[src/rtl/sa_pkg.sv]
// Shared types and defaults for the systolic-array result path.
package sa_pkg;

    typedef enum logic [1:0] {
        IDLE    = 2'd0,
        CAPTURE = 2'd1,
        DONE    = 2'd2
    } state_t;

    localparam int unsigned PSUM_WIDTH_DEF = 16;
    localparam int unsigned NUM_OUT_DEF    = 14;

endpackage

[src/rtl/psum_ram.sv]
// Simple dual-port result RAM: one write port, one synchronous read-first read port.
module psum_ram #(
    parameter int unsigned PSUM_WIDTH = 16,
    parameter int unsigned ADDR_WIDTH = 4
) (
    input  logic                  clk,
    input  logic                  rst,
    input  logic                  we,
    input  logic [ADDR_WIDTH-1:0] wr_addr,
    input  logic [PSUM_WIDTH-1:0] wr_data,
    input  logic                  rd_en,
    input  logic [ADDR_WIDTH-1:0] rd_addr,
    output logic [PSUM_WIDTH-1:0] rd_data
);

    logic [PSUM_WIDTH-1:0] mem [0:(1<<ADDR_WIDTH)-1];

    always_ff @(posedge clk) begin
        if (we) begin
            mem[wr_addr] <= wr_data;
        end
    end

    // Output register kept apart from the array so the reset only touches rd_data.
    always_ff @(posedge clk) begin
        if (rst) begin
            rd_data <= '0;
        end else if (rd_en) begin
            rd_data <= mem[rd_addr];
        end
    end

endmodule

[src/rtl/psum_bram_writer.sv]
// Packs the systolic array's psum stream into a result RAM and flags completion.
// Optional `define PSUM_RELU_EN clamps negative psums to zero on the write path.
module psum_bram_writer
    import sa_pkg::*;
#(
    parameter int unsigned PSUM_WIDTH = PSUM_WIDTH_DEF,
    parameter int unsigned ADDR_WIDTH = 4,
    parameter int unsigned NUM_OUT    = NUM_OUT_DEF
) (
    input  logic                  clk,
    input  logic                  rst,
    input  logic                  start,
    input  logic                  valid_in,
    input  logic [PSUM_WIDTH-1:0] psum_in,
    input  logic                  rd_en,
    input  logic [ADDR_WIDTH-1:0] rd_addr,
    output logic [PSUM_WIDTH-1:0] rd_data,
    output logic                  rd_valid,
    output logic [ADDR_WIDTH:0]   wr_count,
    output logic                  busy,
    output logic                  done,
    output logic                  overflow
);

    if (NUM_OUT < 1 || NUM_OUT > (1 << ADDR_WIDTH)) begin : g_num_out_check
        $error("psum_bram_writer: NUM_OUT must be in 1..2**ADDR_WIDTH");
    end

    localparam logic [ADDR_WIDTH:0] NUM_OUT_C = (ADDR_WIDTH+1)'(NUM_OUT);

    state_t                state;
    logic                  we;
    logic [PSUM_WIDTH-1:0] wr_data;
    logic [ADDR_WIDTH:0]   wr_next;

    assign we      = (state == CAPTURE) && valid_in && !start;
    assign wr_next = wr_count + {{ADDR_WIDTH{1'b0}}, 1'b1};

    always_comb begin
        wr_data = psum_in;
`ifdef PSUM_RELU_EN
        if (psum_in[PSUM_WIDTH-1]) begin
            wr_data = '0;
        end
`endif
    end

    // start wins over valid_in in every state: the beat is dropped and overflow cleared.
    always_ff @(posedge clk) begin
        if (rst) begin
            state    <= IDLE;
            wr_count <= '0;
            busy     <= 1'b0;
            done     <= 1'b0;
            overflow <= 1'b0;
            rd_valid <= 1'b0;
        end else begin
            rd_valid <= rd_en;
            if (start) begin
                state    <= CAPTURE;
                wr_count <= '0;
                busy     <= 1'b1;
                done     <= 1'b0;
                overflow <= 1'b0;
            end else begin
                case (state)
                    CAPTURE: begin
                        if (valid_in) begin
                            wr_count <= wr_next;
                            if (wr_next == NUM_OUT_C) begin
                                state <= DONE;
                                busy  <= 1'b0;
                                done  <= 1'b1;
                            end
                        end
                    end
                    IDLE, DONE: begin
                        if (valid_in) begin
                            overflow <= 1'b1;
                        end
                    end
                    default: begin
                        state <= IDLE;
                        busy  <= 1'b0;
                        done  <= 1'b0;
                    end
                endcase
            end
        end
    end

    psum_ram #(
        .PSUM_WIDTH (PSUM_WIDTH),
        .ADDR_WIDTH (ADDR_WIDTH)
    ) u_ram (
        .clk     (clk),
        .rst     (rst),
        .we      (we),
        .wr_addr (wr_count[ADDR_WIDTH-1:0]),
        .wr_data (wr_data),
        .rd_en   (rd_en),
        .rd_addr (rd_addr),
        .rd_data (rd_data)
    );

endmodule
[config.mk]
export PLATFORM = sky130hd
export DESIGN_NAME = psum_bram_writer
export DESIGN_NICKNAME = d
export VERILOG_FILES = /design/src/rtl/sa_pkg.sv /design/src/rtl/psum_ram.sv /design/src/rtl/psum_bram_writer.sv
export SDC_FILE = /design/constraint.sdc
export NUM_CORES = 1
export LEC_CHECK = 0
export BUFFER_PORTS_ARGS = -buffer_cell sky130_fd_sc_hd__buf_2
export CORE_MARGIN = 2
export CORE_UTILIZATION = 51
export CTS_BUF_LIST = sky130_fd_sc_hd__clkbuf_2 sky130_fd_sc_hd__clkbuf_4 sky130_fd_sc_hd__clkbuf_8
export DETAILED_ROUTE_END_ITERATION = 6
export PLACE_DENSITY = 0.77
export SLEW_MARGIN = 40
export SYNTH_ARGS = -nofsm -noshare
export SYNTH_HDL_FRONTEND = slang
export SYNTH_HIERARCHICAL = 1
export SYNTH_SLANG_ARGS = --single-unit
[constraint.sdc]
create_clock -name clk -period 3.1 [get_ports clk]
set_clock_uncertainty 0.15 [all_clocks]
set_input_delay 0.62 -clock clk [delete_from_list [all_inputs] [get_ports clk]]
set_output_delay 0.62 -clock clk [all_outputs]
set_load 0.005 [all_outputs]
==> run_results.csv, run 1 <==
group,metric,value,unit
detailed_routing,vias,6092,
sta,grt_setup_unrepaired,"no",
setup_path,critical-path-slowest-cell,"or3b_2",
global_routing,grt_pass1_vias,6084,
floorplanning,die-area,0.0227,sq mm
synthesis,yosys.cell_types.count,34,
synthesis,postSynthAreaPerCell,16.8,sq um
sta,fmax,411,MHz
synthesis,synth.area.top_cells,"edfxtp_1, mux2i_1, dfxtp_1",
synthesis,ys_warn_count,6,
finish,nets,769,
synthesis,async_flop_share,0,%
floorplanning,rows,53,
sta,slew_viol_final,0,
setup_path,required,3170,ps
setup_path,cp_top_family,"simple AND/OR/NAND/NOR gates",
detailed_routing,routed_wl,23200,microns
cts,h-tree-depth,2,
finish,n_antenna_cell,0,
run,maxCapViolations,0,
floorplanning,core,0.0211,sq mm
synthesis,syn_area,0.0110,sq mm
finish,fin_area,0.0125,sq mm
global_routing,overflow,0,
run_status,outcome,"completed",
finish,area_delta_synth_final,13.5,%
synthesis,ys.flop_type,"edfxtp_1",
cts,cts-root-buf,"clkbuf_8",
sta,tns,0,ps
cts,cts.sinks,281,
synthesis,syn-num-nets,681,
placement,place_area,0.0116,sq mm
hold_path,hold_class,"in2reg",
sta,relSlewSlack,46.8,%
synthesis,yosys-top-cells-count,"edfxtp_1, mux2i_1, nand3_1",
setup_path,cp_cell_sequence,"and3b_2 > nor2b_1 > or3b_2 > nor3_2 > buf_4",
cts,tritoncts,"yes",
finish,drive_gt1_share,22.0,%
cts,cts_setup_buffers,0,
detailed_routing,wl_per_cell,22.1,microns
synthesis,seq_area_frac_synth,74.6,%
synthesis,synth_most_common_cell,"edfxtp_1",
sta,tightest_slew,794,ps
sta,timing.hold.ws,209,ps
detailed_routing,via_per_inst,5.79,
placement,place.gp.congestion,0.878,
synthesis,synth_top_cell_by_area,"edfxtp_1",
global_routing,grt_max_degree,44,
setup_path,crit_type,"reg2reg",
floorplanning,dieWidth,151,microns
detailed_routing,first_iter_violations,515,
cts,clk_path_buf_depth,3,
sta,period_share,78.6,%
synthesis,synthCells,654,
setup_path,crit_fanout,16,
detailed_routing,first_pass_iters,6,
cts,numCtsBuffers,43,
power,vdd_drop_max,369,uV
setup_path,crit_path_start_kind,"flip-flop",
placement,dp_hpwl,14100,microns
synthesis,synth_seq_cells,281,
floorplanning,ios,50,
cts,ctsHoldBuffers,0,
setup_path,cp_num_buf_inv,1,
setup_path,critical_path.max_stage_delay,550,ps
floorplanning,initial_core_util,52.0,%
sta,min_period,2440,ps
setup_path,cp_data_arrival_time,2500,ps
global_routing,grt_usage,21.0,%
synthesis,synth-edff-count,256,
cts,cts_resized,0,
power,p_per_area,609,mW/mm^2
cts,worstSkewPairLatency,550,ps
global_routing,grt_pass1_wl,35200,microns
cts,clk_pin_slew,60,ps
setup_path,endpoint_kind,"flip-flop",
detailed_routing,ant_nets,0,
power,p_leak,4.49,nW
placement,io_buffers,49,
sta,setup_viol,0,
sta,hold_viol_final,0,
floorplanning,die_h,151,microns
synthesis,yosysTopAreaCellShare,70.1,%
global_routing,antenna_found_initial,0,
detailed_routing,drc,0,
## placed cells by master, fill, tap and decap left out, types with 4 or more instances in the layout
cell,Yosys,final
nand2_1,36,36
nand3_1,50,50
mux2i_1,128,128
a22oi_1,48,48
a21oi_1,20,20
buf_4,1,23
clkbuf_4,0,17
edfxtp_1,256,256
clkinv_1,0,6
nor2_2,0,11
buf_2,9,48
nor2_1,19,8
nor3_2,0,4
clkbuf_8,0,51
dfxtp_1,25,25
## stage by stage
stage,setup WS [ps],utilization [%],power [mW],cells
after detailed placement,419,54.8,4.61,971
after CTS,711,59.0,7.65,1051
after global placement,475,54.8,4.59,971
after floorplan,187,-,4.46,654
final,664,59.1,7.59,1052
after global routing,582,59.1,7.84,1052
## flip-flops by register name (all words and copies together) (netlist names)
register	cells
rd_valid	1
u_ram/mem	256
overflow	1
wr_count	5
u_ram/rd_data	16
state	2
## where the power goes
part | leakage (nW) | switching [mW] | total [mW] | internal [mW]
sequential | 2.51 | 0.0202 | 4.18 | 4.16
clock | 0.466 | 1.36 | 3.06 | 1.70
combinational | 1.52 | 0.225 | 0.351 | 0.126
total | 4.49 | 1.61 | 7.59 | 5.99
## kinds of logic after synthesis
group	share of synthesized area [%]
fa+ha+maj	0.228
buf+inv	2.79
flops	74.6
simple gates	5.83
compound gates	4.52
xor+xnor	0.319
mux	11.7
## per-layer routing
layer	global-route usage, %	up-vias	wire [microns]
met5	0	-	0
met4	8.18	0	752
met3	4.27	54	1520
met2	33.6	253	11000
met1	28.5	3049	9940
li1	-	2736	-
## worst paths after layout
path,cells past startpoint,end,slack (ps),from
setup reg to reg,5,u_ram/mem[0][5]$_DFFE_PP_,660,state[0]$_SDFFE_PP0P_
setup / recovery,5,u_ram/mem[0][5]$_DFFE_PP_,660,state[0]$_SDFFE_PP0P_
hold / removal,2,state[0]$_SDFFE_PP0P_,210,rst
hold reg to reg,2,u_ram/rd_data[12]$_SDFFE_PP0P_,300,u_ram/rd_data[12]$_SDFFE_PP0P_
## cell type report
cell class                 count  area (sq um)
fill                        1601          8630
tap                          275           344
clock buffer                  68           830
multi-input combinational    337          2530
sequential                   281          8190
clock inverter                12          60.1
timing repair buffer          76           495
inverter                       3          11.3
## worst register-to-register path: stages, from the launching register on
cell and delay, ps:
dfxtp_1 430, and3b_2 270, nor2b_1 270, or3b_2 550
nor3_2 130, buf_4 300
(Power assumes the default switching activity.)
==> run 2, diff against run 1 <==
Settings changed: PLACE_DENSITY 0.77 to 0.74.
Clock period 3.1 ns to 2.53 ns, I/O delays scaled along.
==> run 2 against run 1 <==
Compared with the run above: sequential cell count stayed put; critical path depth unchanged; largest power group unchanged; critical path type unchanged; clock-buffer cell count stayed put; non-clock buffer count grew 8; die area is the same; sequential share of layout area down 1.6 points.
==> run_results.csv, run 2 (synthesis results as in run 1) <==
group,metric,value,unit
sta,min_period,2330,ps
cts,clk_pin_slew,60,ps
detailed_routing,routed_wl,24900,microns
setup_path,crit_type,"reg2reg",
sta,fmax,429,MHz
finish,largest_reg_flops,256,
power,seqPwrFrac,53.2,%
global_routing,grt_usage,22.4,%
detailed_routing,wl_met3,2280,microns
cts,h-tree-depth,2,
detailed_routing,drc,0,
finish,final_common_cell,"edfxtp_1",
run_status,outcome,"completed",
detailed_routing,first_pass_iters,5,
cts,tritoncts,"yes",
detailed_routing,drt-met1-wl,10100,microns
floorplanning,initial_core_util,52.0,%
placement,place_inst,980,
run,maxCapViolations,0,
floorplanning,core,0.0211,sq mm
power,switching_share,21.1,%
hold_path,hold_class,"in2reg",
floorplanning,dieWidth,151,microns
global_routing,overflow,0,
placement,place_area,0.0118,sq mm
global_routing,antenna_found_initial,0,
sta,relSlewSlack,45.6,%
placement,place.gp.congestion,0.853,
floorplanning,die-area,0.0227,sq mm
cts,ctsHoldBuffers,0,
floorplanning,ios,50,
detailed_routing,via_per_inst,5.88,
finish,fin_cells,1066,
sta,hold_viol_final,0,
setup_path,required,2620,ps
setup_path,cp_data_arrival_time,2430,ps
cts,clk_path_buf_depth,3,
power,p_leak,4.61,nW
finish,n_antenna_cell,0,
global_routing,grt_pass1_vias,6378,
power,power_frac_clock,42.0,%
cts,cts-root-buf,"clkbuf_8",
finish,nets,780,
sta,period_share,92.2,%
sta,setup_viol,0,
cts,cts_setup_buffers,0,
cts,numCtsBuffers,46,
floorplanning,rows,53,
setup_path,crit_fanout,16,
detailed_routing,vias,6269,
sta,slew_viol_final,0,
power,p_sw,2.03,mW
power,p_int,7.60,mW
finish,final_cell_mix,"edfxtp_1, mux2i_1, clkbuf_8",
finish,fin_area,0.0128,sq mm
finish,area_delta_synth_final,16.5,%
power,power_frac_comb,4.8,%
power,fin_total_pwr,9.62,mW
power,vdd_drop_max,440,uV
cts,worstSkewPairLatency,550,ps
detailed_routing,ant_nets,0,
detailed_routing,routed.top_layer,"met4",
detailed_routing,first_iter_violations,669,
placement,dp_hpwl,15500,microns
finish,final_core_util,60.6,%
cts,cts.sinks,281,
finish,top_register,"u_ram/mem",
power,p_per_area,753,mW/mm^2
global_routing,grt_pass1_wl,36900,microns
global_routing,grt_max_degree,33,
floorplanning,die_h,151,microns
setup_path,endpoint_kind,"flip-flop",
sta,tightest_slew,813,ps
detailed_routing,met2WireLength,11700,microns
finish,drive_gt1_share,22.9,%
finish,nFillCells,1528,
placement,io_buffers,49,
cts,cts_resized,0,
setup_path,crit_path_start_kind,"flip-flop",
finish,top_regs,"u_ram/mem x256, u_ram/rd_data x16, wr_count x5",
sta,grt_setup_unrepaired,"no",
sta,tns,0,ps
detailed_routing,wl_per_cell,23.3,microns
run 2: cell count changes in the layout (fill, tap and decap cells not counted), sizes merged:
cell	change
bufinv	+2
clkinv	+6
buf	+8
clkinvlp	-2
run 2: final timing paths:
| path | cells past startpoint | from | end | slack, ps |
|---|---|---|---|---|
| worst max-delay path | 5 | state[0]$_SDFFE_PP0P_ | u_ram/mem[3][15]$_DFFE_PP_ | 200 |
| worst min register to register | 2 | u_ram/rd_data[15]$_SDFFE_PP0P_ | u_ram/rd_data[15]$_SDFFE_PP0P_ | 310 |
| worst max register to register | 5 | state[0]$_SDFFE_PP0P_ | u_ram/mem[3][15]$_DFFE_PP_ | 200 |
| worst min-delay path | 2 | rst | rd_valid$_SDFF_PP0_ | 100 |
run 2: area by class of cell:
class / count / area, sq um / share of cell area [%]
clock buffer: 68 / 842 / 6.59
clock inverter: 18 / 130 / 1.02
inverter: 3 / 11.3 / 0.0881
multi-input combinational: 337 / 2530 / 19.8
sequential: 281 / 8190 / 64.1
tap: 275 / 344 / 2.69
timing repair buffer: 84 / 727 / 5.69
run 2: critical path: stages (launching register included):
cell     delay (ps)
dfxtp_1         470
and3b_2         250
nor2b_1         210
or3b_2          560
nor2_1          210
buf_12          190
run 2: power by group through the flow:
stage          Combinational [mW]  Clock [mW]  Sequential [mW]
2_1_floorplan               0.256           0             5.21
3_3_place_gp                0.444           0             5.21
3_5_place_dp                0.459           0             5.22
4_1_cts                     0.463        4.10             5.12
5_1_grt                     0.497        4.30             5.12
6_report                    0.465        4.04             5.12
run 2: per-layer routing:
layer  global-route usage [%]  vias to the layer above
met2                     35.4                      319
met5                        0                        -
met3                     6.73                       60
met1                     29.7                     3130
met4                     8.18                        0
li1                         -                     2760
run 2: stage by stage:
step	setup WS, ps	hold slack [ps]
after floorplan	-182	300
after global placement	95.2	289
after detailed placement	73.1	291
after CTS	213	77.6
after global routing	85.4	102
final	197	102
